--- src/rtl/sd_arb_pkg.sv ---
// rtl/sd_arb_pkg.sv - shared types and constants for the SD sector-read arbiter
package sd_arb_pkg;

    typedef enum logic [1:0] {
        S_IDLE,
        S_START,
        S_XFER,
        S_RELEASE
    } state_e;

    localparam int SECTOR_BYTES    = 512;
    localparam int DEFAULT_TIMEOUT = 65535;

endpackage

--- src/rtl/rr_arbiter.sv ---
// rtl/rr_arbiter.sv - combinational round-robin pick starting after the last granted index
module rr_arbiter #(
    parameter int PORTS = 2,
    parameter int IDXW  = 1
) (
    input  logic [PORTS-1:0] req,
    input  logic [IDXW-1:0]  last_idx,
    output logic             valid,
    output logic [IDXW-1:0]  winner
);

    logic [IDXW-1:0] cand;

    // Walk from farthest to nearest so the nearest requester after last_idx wins.
    always_comb begin
        valid  = 1'b0;
        winner = last_idx;
        cand   = '0;
        for (int k = PORTS; k >= 1; k--) begin
            cand = IDXW'((int'(last_idx) + k) % PORTS);
            if (req[cand]) begin
                valid  = 1'b1;
                winner = cand;
            end
        end
    end

endmodule

--- src/rtl/sd_rd_arbiter.sv ---
// rtl/sd_rd_arbiter.sv - round-robin sharing of one sd_card sector-read port among PORTS clients
module sd_rd_arbiter
    import sd_arb_pkg::*;
#(
    parameter int PORTS   = 2,
    parameter int TIMEOUT = DEFAULT_TIMEOUT
) (
    input  logic                clk,
    input  logic                rstn,
    input  logic [PORTS-1:0]    req,
    input  logic [PORTS*32-1:0] req_lba,
    output logic [PORTS-1:0]    ack,
    output logic [PORTS-1:0]    done,
    output logic [PORTS-1:0]    err,
    output logic [PORTS-1:0]    strobe,
    output logic [8:0]          addr,
    output logic [7:0]          data,
    output logic                sd_rstart,
    output logic [31:0]         sd_rsector,
    input  logic                sd_rbusy,
    input  logic                sd_rdone,
    input  logic                sd_outen,
    input  logic [8:0]          sd_outaddr,
    input  logic [7:0]          sd_outbyte
);

    localparam int IDXW = (PORTS > 1) ? $clog2(PORTS) : 1;

    state_e            state_q, state_d;
    logic [IDXW-1:0]   last_q, last_d, win_q, win_d;
    logic [PORTS-1:0]  ack_q, ack_d, done_q, done_d, err_q, err_d, strobe_q, strobe_d;
    logic [8:0]        addr_q, addr_d;
    logic [7:0]        data_q, data_d;
    logic              rstart_q, rstart_d;
    logic [31:0]       rsector_q, rsector_d;
    logic [9:0]        cnt_q, cnt_d;
    logic [31:0]       tmo_q, tmo_d;
    logic              pend_q, pend_d;

    logic              arb_valid;
    logic [IDXW-1:0]   arb_win;
    logic [31:0]       lba_arr [PORTS];

    for (genvar i = 0; i < PORTS; i++) begin : g_lba
        assign lba_arr[i] = req_lba[32*i +: 32];
    end

    rr_arbiter #(
        .PORTS (PORTS),
        .IDXW  (IDXW)
    ) u_rr (
        .req      (req),
        .last_idx (last_q),
        .valid    (arb_valid),
        .winner   (arb_win)
    );

    always_comb begin
        state_d   = state_q;
        last_d    = last_q;
        win_d     = win_q;
        ack_d     = ack_q;
        done_d    = '0;
        err_d     = '0;
        strobe_d  = '0;
        addr_d    = addr_q;
        data_d    = data_q;
        rstart_d  = rstart_q;
        rsector_d = rsector_q;
        cnt_d     = cnt_q;
        tmo_d     = tmo_q;
        pend_d    = pend_q;
        case (state_q)
            S_IDLE: begin
                if (arb_valid) begin
                    win_d          = arb_win;
                    rsector_d      = lba_arr[arb_win];
                    ack_d[arb_win] = 1'b1;
                    cnt_d          = '0;
                    tmo_d          = '0;
                    pend_d         = 1'b0;
                    rstart_d       = 1'b1;
                    state_d        = S_START;
                end
            end
            S_START: begin
                if (sd_rbusy) begin
                    rstart_d = 1'b0;
                    state_d  = S_XFER;
                end else if (tmo_q >= 32'(TIMEOUT - 1)) begin
                    rstart_d      = 1'b0;
                    done_d[win_q] = 1'b1;
                    err_d[win_q]  = 1'b1;
                    state_d       = S_RELEASE;
                end else begin
                    tmo_d = tmo_q + 32'd1;
                end
            end
            S_XFER: begin
                strobe_d[win_q] = sd_outen;
                if (sd_outen) begin
                    addr_d = sd_outaddr;
                    data_d = sd_outbyte;
                    cnt_d  = cnt_q + 10'd1;
                end
                // An rdone alongside the last byte waits a cycle so done trails that byte's strobe.
                if (pend_q || (sd_rdone && !sd_outen)) begin
                    done_d[win_q] = 1'b1;
                    err_d[win_q]  = (cnt_q != 10'(SECTOR_BYTES));
                    pend_d        = 1'b0;
                    state_d       = S_RELEASE;
                end else if (sd_rdone) begin
                    pend_d = 1'b1;
                end
            end
            S_RELEASE: begin
                ack_d[win_q] = 1'b0;
                last_d       = win_q;
                state_d      = S_IDLE;
            end
            default: state_d = S_IDLE;
        endcase
    end

    always_ff @(posedge clk or negedge rstn) begin
        if (!rstn) begin
            state_q   <= S_IDLE;
            last_q    <= IDXW'(PORTS - 1);
            win_q     <= '0;
            ack_q     <= '0;
            done_q    <= '0;
            err_q     <= '0;
            strobe_q  <= '0;
            addr_q    <= '0;
            data_q    <= '0;
            rstart_q  <= 1'b0;
            rsector_q <= '0;
            cnt_q     <= '0;
            tmo_q     <= '0;
            pend_q    <= 1'b0;
        end else begin
            state_q   <= state_d;
            last_q    <= last_d;
            win_q     <= win_d;
            ack_q     <= ack_d;
            done_q    <= done_d;
            err_q     <= err_d;
            strobe_q  <= strobe_d;
            addr_q    <= addr_d;
            data_q    <= data_d;
            rstart_q  <= rstart_d;
            rsector_q <= rsector_d;
            cnt_q     <= cnt_d;
            tmo_q     <= tmo_d;
            pend_q    <= pend_d;
        end
    end

    assign ack        = ack_q;
    assign done       = done_q;
    assign err        = err_q;
    assign strobe     = strobe_q;
    assign addr       = addr_q;
    assign data       = data_q;
    assign sd_rstart  = rstart_q;
    assign sd_rsector = rsector_q;

endmodule

--- config.mk ---
export PLATFORM = sky130hd
export DESIGN_NAME = sd_rd_arbiter
export DESIGN_NICKNAME = d
export VERILOG_FILES = /design/src/rtl/sd_arb_pkg.sv /design/src/rtl/rr_arbiter.sv /design/src/rtl/sd_rd_arbiter.sv
export SDC_FILE = /design/constraint.sdc
export NUM_CORES = 1
export LEC_CHECK = 0
export ABC_AREA = 1
export CAP_MARGIN = 20
export CORE_ASPECT_RATIO = 0.75
export CORE_MARGIN = 4
export CORE_UTILIZATION = 44
export CTS_BUF_LIST = sky130_fd_sc_hd__clkbuf_16
export DETAILED_ROUTE_END_ITERATION = 7
export PLACE_DENSITY = 0.86
export REMOVE_ABC_BUFFERS = 1
export SLEW_MARGIN = 10
export SYNTH_ARGS = -nofsm -noshare
export SYNTH_HDL_FRONTEND = slang
export SYNTH_SLANG_ARGS = --single-unit
export TNS_END_PERCENT = 5
--- constraint.sdc ---
create_clock -name clk -period 1.7 [get_ports clk]
set_input_delay 0.34 -clock clk [delete_from_list [all_inputs] [get_ports clk]]
set_output_delay 0.34 -clock clk [all_outputs]
set_load 0.005 [all_outputs]
== After elaboration in Yosys (flattened, before gate mapping) ==
Index checks and enable logic that the tools add are counted.
Storage, ports and cells
  output and inout port bits: 58
  latch bits: 0
  word-level logic and storage cells: 104
  RAM bits: 0
  memory bits (read-only): 0
  register bits after elaboration: 105
  memories kept: 0
Cells by class
  eq/ne operators: 11
  shifts and indexed selects: 0
  magnitude comparators: 8
  add/sub/neg operators: 4
  multiplexer cells: 44
  bitwise gates (word level): 6
  div/mod/pow operators: 0
  multiply operators: 0
  reduce and logical (&&, ||, !) cells: 17
Operators by type and width (number)
  $mux W32: 6
  $pmux W32 S2: 1
  $add A32 B1 Y32 const B: 1
  $ge A32 B16 Y1 const B: 1
  $mux W10: 2
  $mux W2: 10
  $pmux W10 S2: 1
  $mux W1: 16
  $pmux W2 S2: 3
  $reduce_and A3 Y1: 4
  $add A10 B1 Y10 const B: 1
  $ne A10 B10 Y1 const B: 1
  $ne A2 B2 Y1 const B: 5
  $lt A1 B2 Y1 const B: 4
  $pmux W2 S4: 1
  $and A2 B2 Y2: 3
  $ne A3 B3 Y1 const B: 2
  $reduce_and A2 Y1: 3
  $reduce_bool A2 Y1: 3
  $eq A2 B2 Y1 const B: 2
  $pmux W1 S2: 2
  $reduce_and A4 Y1: 1
  $logic_and A1 B1 Y1: 3
  $add A1 B1 Y1 const B: 2
  other kinds (10): 12

== Depth between registers and ports, before layout ==
  depth after elaboration: 12
  gate-level depth with buffers: 13

== Modules after synthesis ==
A second synthesis with hierarchy kept.
Unflattened totals
  cells, all modules: 663
  area, all modules: 5210.0 µm²
By module, submodules not included
  sd_rd_arbiter: area each 5185.0 µm², cells an instance 657, times used 1
  rr_arbiter: area each 25.0 µm², cells an instance 6, times used 1

== Least setup slack after synthesis ==
Ideal clock, no wire load.
  path type: reg2reg
  from: reg state_q[0]
  to: reg addr_q[2], in the netlist addr[2]
  library setup time: 0.125 ns
  required time: 1.575 ns
  clock period less this slack: 1.662 ns
  stages on the path, launching flop included: 6
  data arrival time: 1.538 ns
  slack: 0.038 ns
  cell sequence: dfrtp_1 > inv_1 > ha_1 > nand2_1 > buf_2 > mux2_2
On the way
  cells in the longest elaborated chain, start to end: 2
RTL lines
  from (decl): line sd_rd_arbiter.sv:29  | state_e state_q, state_d;
  from (signal assigned): line sd_rd_arbiter.sv:142  | state_q <= state_d;
  $eq A2 B2 Y1: line sd_rd_arbiter.sv:73  | case (state_q)
  $reduce_and A2 Y1 (no line)
  to (signal assigned): line sd_rd_arbiter.sv:149  | addr_q <= addr_d;
  to (decl): line sd_rd_arbiter.sv:32  | logic [8:0] addr_q, addr_d;
Every way passes these cells.
A chain may end at the register's enable or synchronous reset.

== Worst setup path after layout ==
  from: reg rsector_q[11], in the netlist sd_rsector[11]
  to: out sd_rsector[11]
RTL lines
  from (decl): line sd_rd_arbiter.sv:35  | logic [31:0] rsector_q, rsector_d;
  from (signal assigned): line sd_rd_arbiter.sv:152  | rsector_q <= rsector_d;
  to (decl): line sd_rd_arbiter.sv:19  | output logic [31:0] sd_rsector,
No word-level cell between the ends.

==> impl_metrics.csv <==
group,metric,value,unit
clock_tree,cts_root_buf,"clkbuf_16",
floorplan,dieHeight,102,µm
clock_tree,clk_pin_slew,80,ps
sta,layout_min_cycle_time,1620,ps
setup_path,end_kind,"primary output",
synthesis,synth_top_area_share,50.4,%
sta,clock_skew,8.39,ps
floorplan,die_width,133,µm
floorplan,initial_core_util,46.1,%
synthesis,synth_seq_cells,105,
synthesis,postSynthAreaPerCell,8.21,µm²
sta,drv_slew,0,
grt,grt-ovfl-total,0,
routing,wl_per_cell,15.3,µm
setup_path,cp.arrival,1280,ps
placement,gp_congestion,0.869,
clock_tree,cts_sinks,105,
routing,drc,0,
setup_path,r2r_slack,90,ps
clock_tree,clk_path_buf_depth,2,
pwr,power_density,1460,nW/µm²
finish,diodes,0,
synthesis,yosysTopAreaCell,"dfrtp_1",
floorplan,fp.dieArea,13500,µm²
sta,relSlewSlack,75.9,%
setup_path,critPathKind,"reg -> out",
synthesis,post_synth_num_cell_types,33,
floorplan,core_area,11200,µm²
routing,drt_pass1_iterations,5,
grt,grt_pass1_vias,4843,
setup_path,ff2ff_path_depth,8,
setup_path,crit_buf_inv,1,
grt,grt_first_pass_wirelength,23600,µm
setup_path,slowest_stage,"clkdlybuf4s50_1",
routing,ant_nets,0,
grt,grt_usage,21.8,%
synthesis,yosys-top-cells-area,"dfrtp_1 50%, nand2_1 14%, nand3_1 9.4%",
setup_path,cp_top_family,"buffers and inverters",
finish,regArea,2630,µm²
grt,antenna_found_initial,0,
routing,vias,4854,
synthesis,syn_inst,629,
sta,setup_tns,0,ps
setup_path,start_kind,"register",
grt,grt_max_degree,38,
finish,fillers,864,
sta,hold_slack,444,ps
sta,rsz0062_at_grt,"true",
sta,fmax,618,MHz
setup_path,r2r_start,"state_q[1]$_DFFE_PN0P_",
finish,finalNonFillerCells,958,
synthesis,yosys_warnings,0,
clock_tree,h-tree-depth,3,
sta,tightest_slew,362,ps
status,status,"completed",
sta,setup_viol,0,
finish,multi_input_area,2260,µm²
floorplan,io_pins,146,
pwr,leakage,3.39,nW
placement,place_inst,941,
finish,area_growth,43.1,%
finish,layout-drive-gt1-share,11.0,%
placement,portBuffers,145,
routing,viasPerCell,5.07,
setup_path,r2r-end,"tmo_q[12]$_DFFE_PN0P_",
synthesis,ys_seq_area_share,50.9,%
synthesis,synth.cell_area,5160,µm²
setup_path,path_cells,"clkdlybuf4s50_1",
finish,layout.nets,893,
run,drv_cap,0,
sta,setup_slack,81.3,ps
floorplan,std_cell_rows,33,
setup_path,crit_path_max_incr_delay,550,ps
placement,dp_hpwl,11100,µm
sta,period_share,95.2,%
setup_path,critical_path_required,1360,ps
routing,first_iter_violations,301,
clock_tree,cts_tree,"built",
clock_tree,clk_latency,360,ps
setup_path,cp_max_fo,2,
clock_tree,numCtsBuffers,9,
sta,finalHoldViolCount,0,
pwr,max-vdd-ir-drop,0.923,mV
routing,wirelength,14600,µm
hold_path,hp-class,"in -> async",
placement,place_ws,-146,ps
-- cell usage after synthesis --
cell	number
o21bai_1	4
mux2_2	17
nor2_2	1
nor2_4	1
inv_1	47
o21a_1	1
xnor2_1	3
inv_2	6
or2_2	1
a21oi_1	25
nand2_1	188
nand2_2	3
and3_1	1
o21ai_1	2
ha_1	9
o22ai_1	1
o21ai_4	1
nand3_2	1
buf_6	1
dfstp_2	1
nor3_1	3
dfrtp_1	104
o31ai_1	1
nor2_1	53
buf_2	8
o21ai_0	10
clkbuf_1	14
nand2_4	1
nand4_1	14
nand3b_1	3
o21ai_2	1
xor2_1	6
nand3_1	97
-- final cells by class --
cell class,count,area share [%]
Sequential cell,105,35.6
Multi-Input combinational cell,448,30.6
Timing Repair Buffer,179,24.5
Clock buffer,9,3.05
Inverter,53,2.69
Tap cell,157,2.66
Clock inverter,7,0.898
-- state kept, by name (all words and copies together) (netlist names) --
signal,flops
sd_rstart,1
sd_rsector,32
state_q,2
pend_q,1
data,8
addr,9
ack,2
tmo_q,32
done,2
win_q,1
cnt_q,10
strobe,2
last_q,1
err,2
-- worst reg2reg max path: cells and delay by family, from the launching register on --
kind	cells	cell delay, ps
adders and majority gates	1	260
DFF	1	390
and+or+nand+nor	3	300
AOI/OAI and AO/OA	1	160
buffers and inverters	3	390
-- report_power, final --
| group | switching, mW | internal (mW) | leakage [nW] |
|---|---|---|---|
| combinational | 2.47 | 2.56 | 1.89 |
| sequential | 0.457 | 3.25 | 1.36 |
| clock | 1.04 | 1.03 | 0.144 |
| total | 3.97 | 6.84 | 3.39 |
-- placed cells by master (no fill, tap or decap), types with 6 or more instances in the layout --
cell / Yosys / layout
dfrtp_1: 104 / 104
xor2_1: 6 / 6
o21ai_0: 10 / 10
inv_2: 6 / 8
nor2_1: 53 / 52
nand3_1: 97 / 97
nand4_1: 14 / 14
ha_1: 9 / 7
mux2_2: 17 / 17
buf_12: 0 / 8
nand2_1: 188 / 188
buf_4: 0 / 26
clkbuf_16: 0 / 9
a21oi_1: 25 / 25
inv_1: 47 / 45
clkdlybuf4s50_1: 0 / 144
-- per-stage QoR --
| step | power (mW) | util [%] | instance area [µm²] |
|---|---|---|---|
| after floorplan | 5.74 | - | 5060 |
| after global placement | 8.52 | 63.0 | 7050 |
| after detailed placement | 8.67 | 63.0 | 7050 |
| after CTS | 10.8 | 65.7 | 7350 |
| after global routing | 11.5 | 66.0 | 7380 |
| final | 10.8 | 66.0 | 7380 |
-- routing by layer --
metal  wire, µm  GRT usage (%)  share of wire (%)
met1       5820           25.9                 40
met2       7260           37.9                 50
met3       1290           7.89                8.8
met4        261           6.07                1.8
met5          0              0                  0
-- worst max-delay path by stage --
stage                               start                   end  depth (start not counted)
2_1_floorplan      state_q[1]$_DFFE_PN0P_  tmo_q[1]$_DFFE_PN0P_                          7
3_3_place_gp                       req[1]  cnt_q[6]$_DFFE_PN0P_                          8
3_5_place_dp                       req[1]  cnt_q[6]$_DFFE_PN0P_                          7
4_1_cts            state_q[0]$_DFFE_PN0P_  cnt_q[6]$_DFFE_PN0P_                          9
5_1_grt            state_q[1]$_DFFE_PN0P_  tmo_q[0]$_DFFE_PN0P_                          8
6_report       sd_rsector[11]$_DFFE_PN0P_        sd_rsector[11]                          1
-- logic make-up (layout without fill, tap and decap cells) --
group / Yosys count / after routing / share of synthesized area, %
buffers and inverters: 76 / 248 / 5.87
multiplexers: 17 / 17 / 3.71
AND/OR/NAND/NOR: 367 / 367 / 30.7
flip-flops: 105 / 105 / 50.9
XOR/XNOR: 9 / 9 / 1.53
AO/OA/AOI/OAI: 46 / 46 / 5.07
adder cells (fa/ha/maj): 9 / 9 / 2.18
-- repair_timing --
action / 4_1_cts / 5_1_grt
setup endpoints to repair: 3 / 35
hold buffers: 1 / 0
hold endpoints to repair: 18 / 0
gates resized for setup: 1 / 7
buffers inserted: 0 / 0
(Power assumes the default switching activity.)
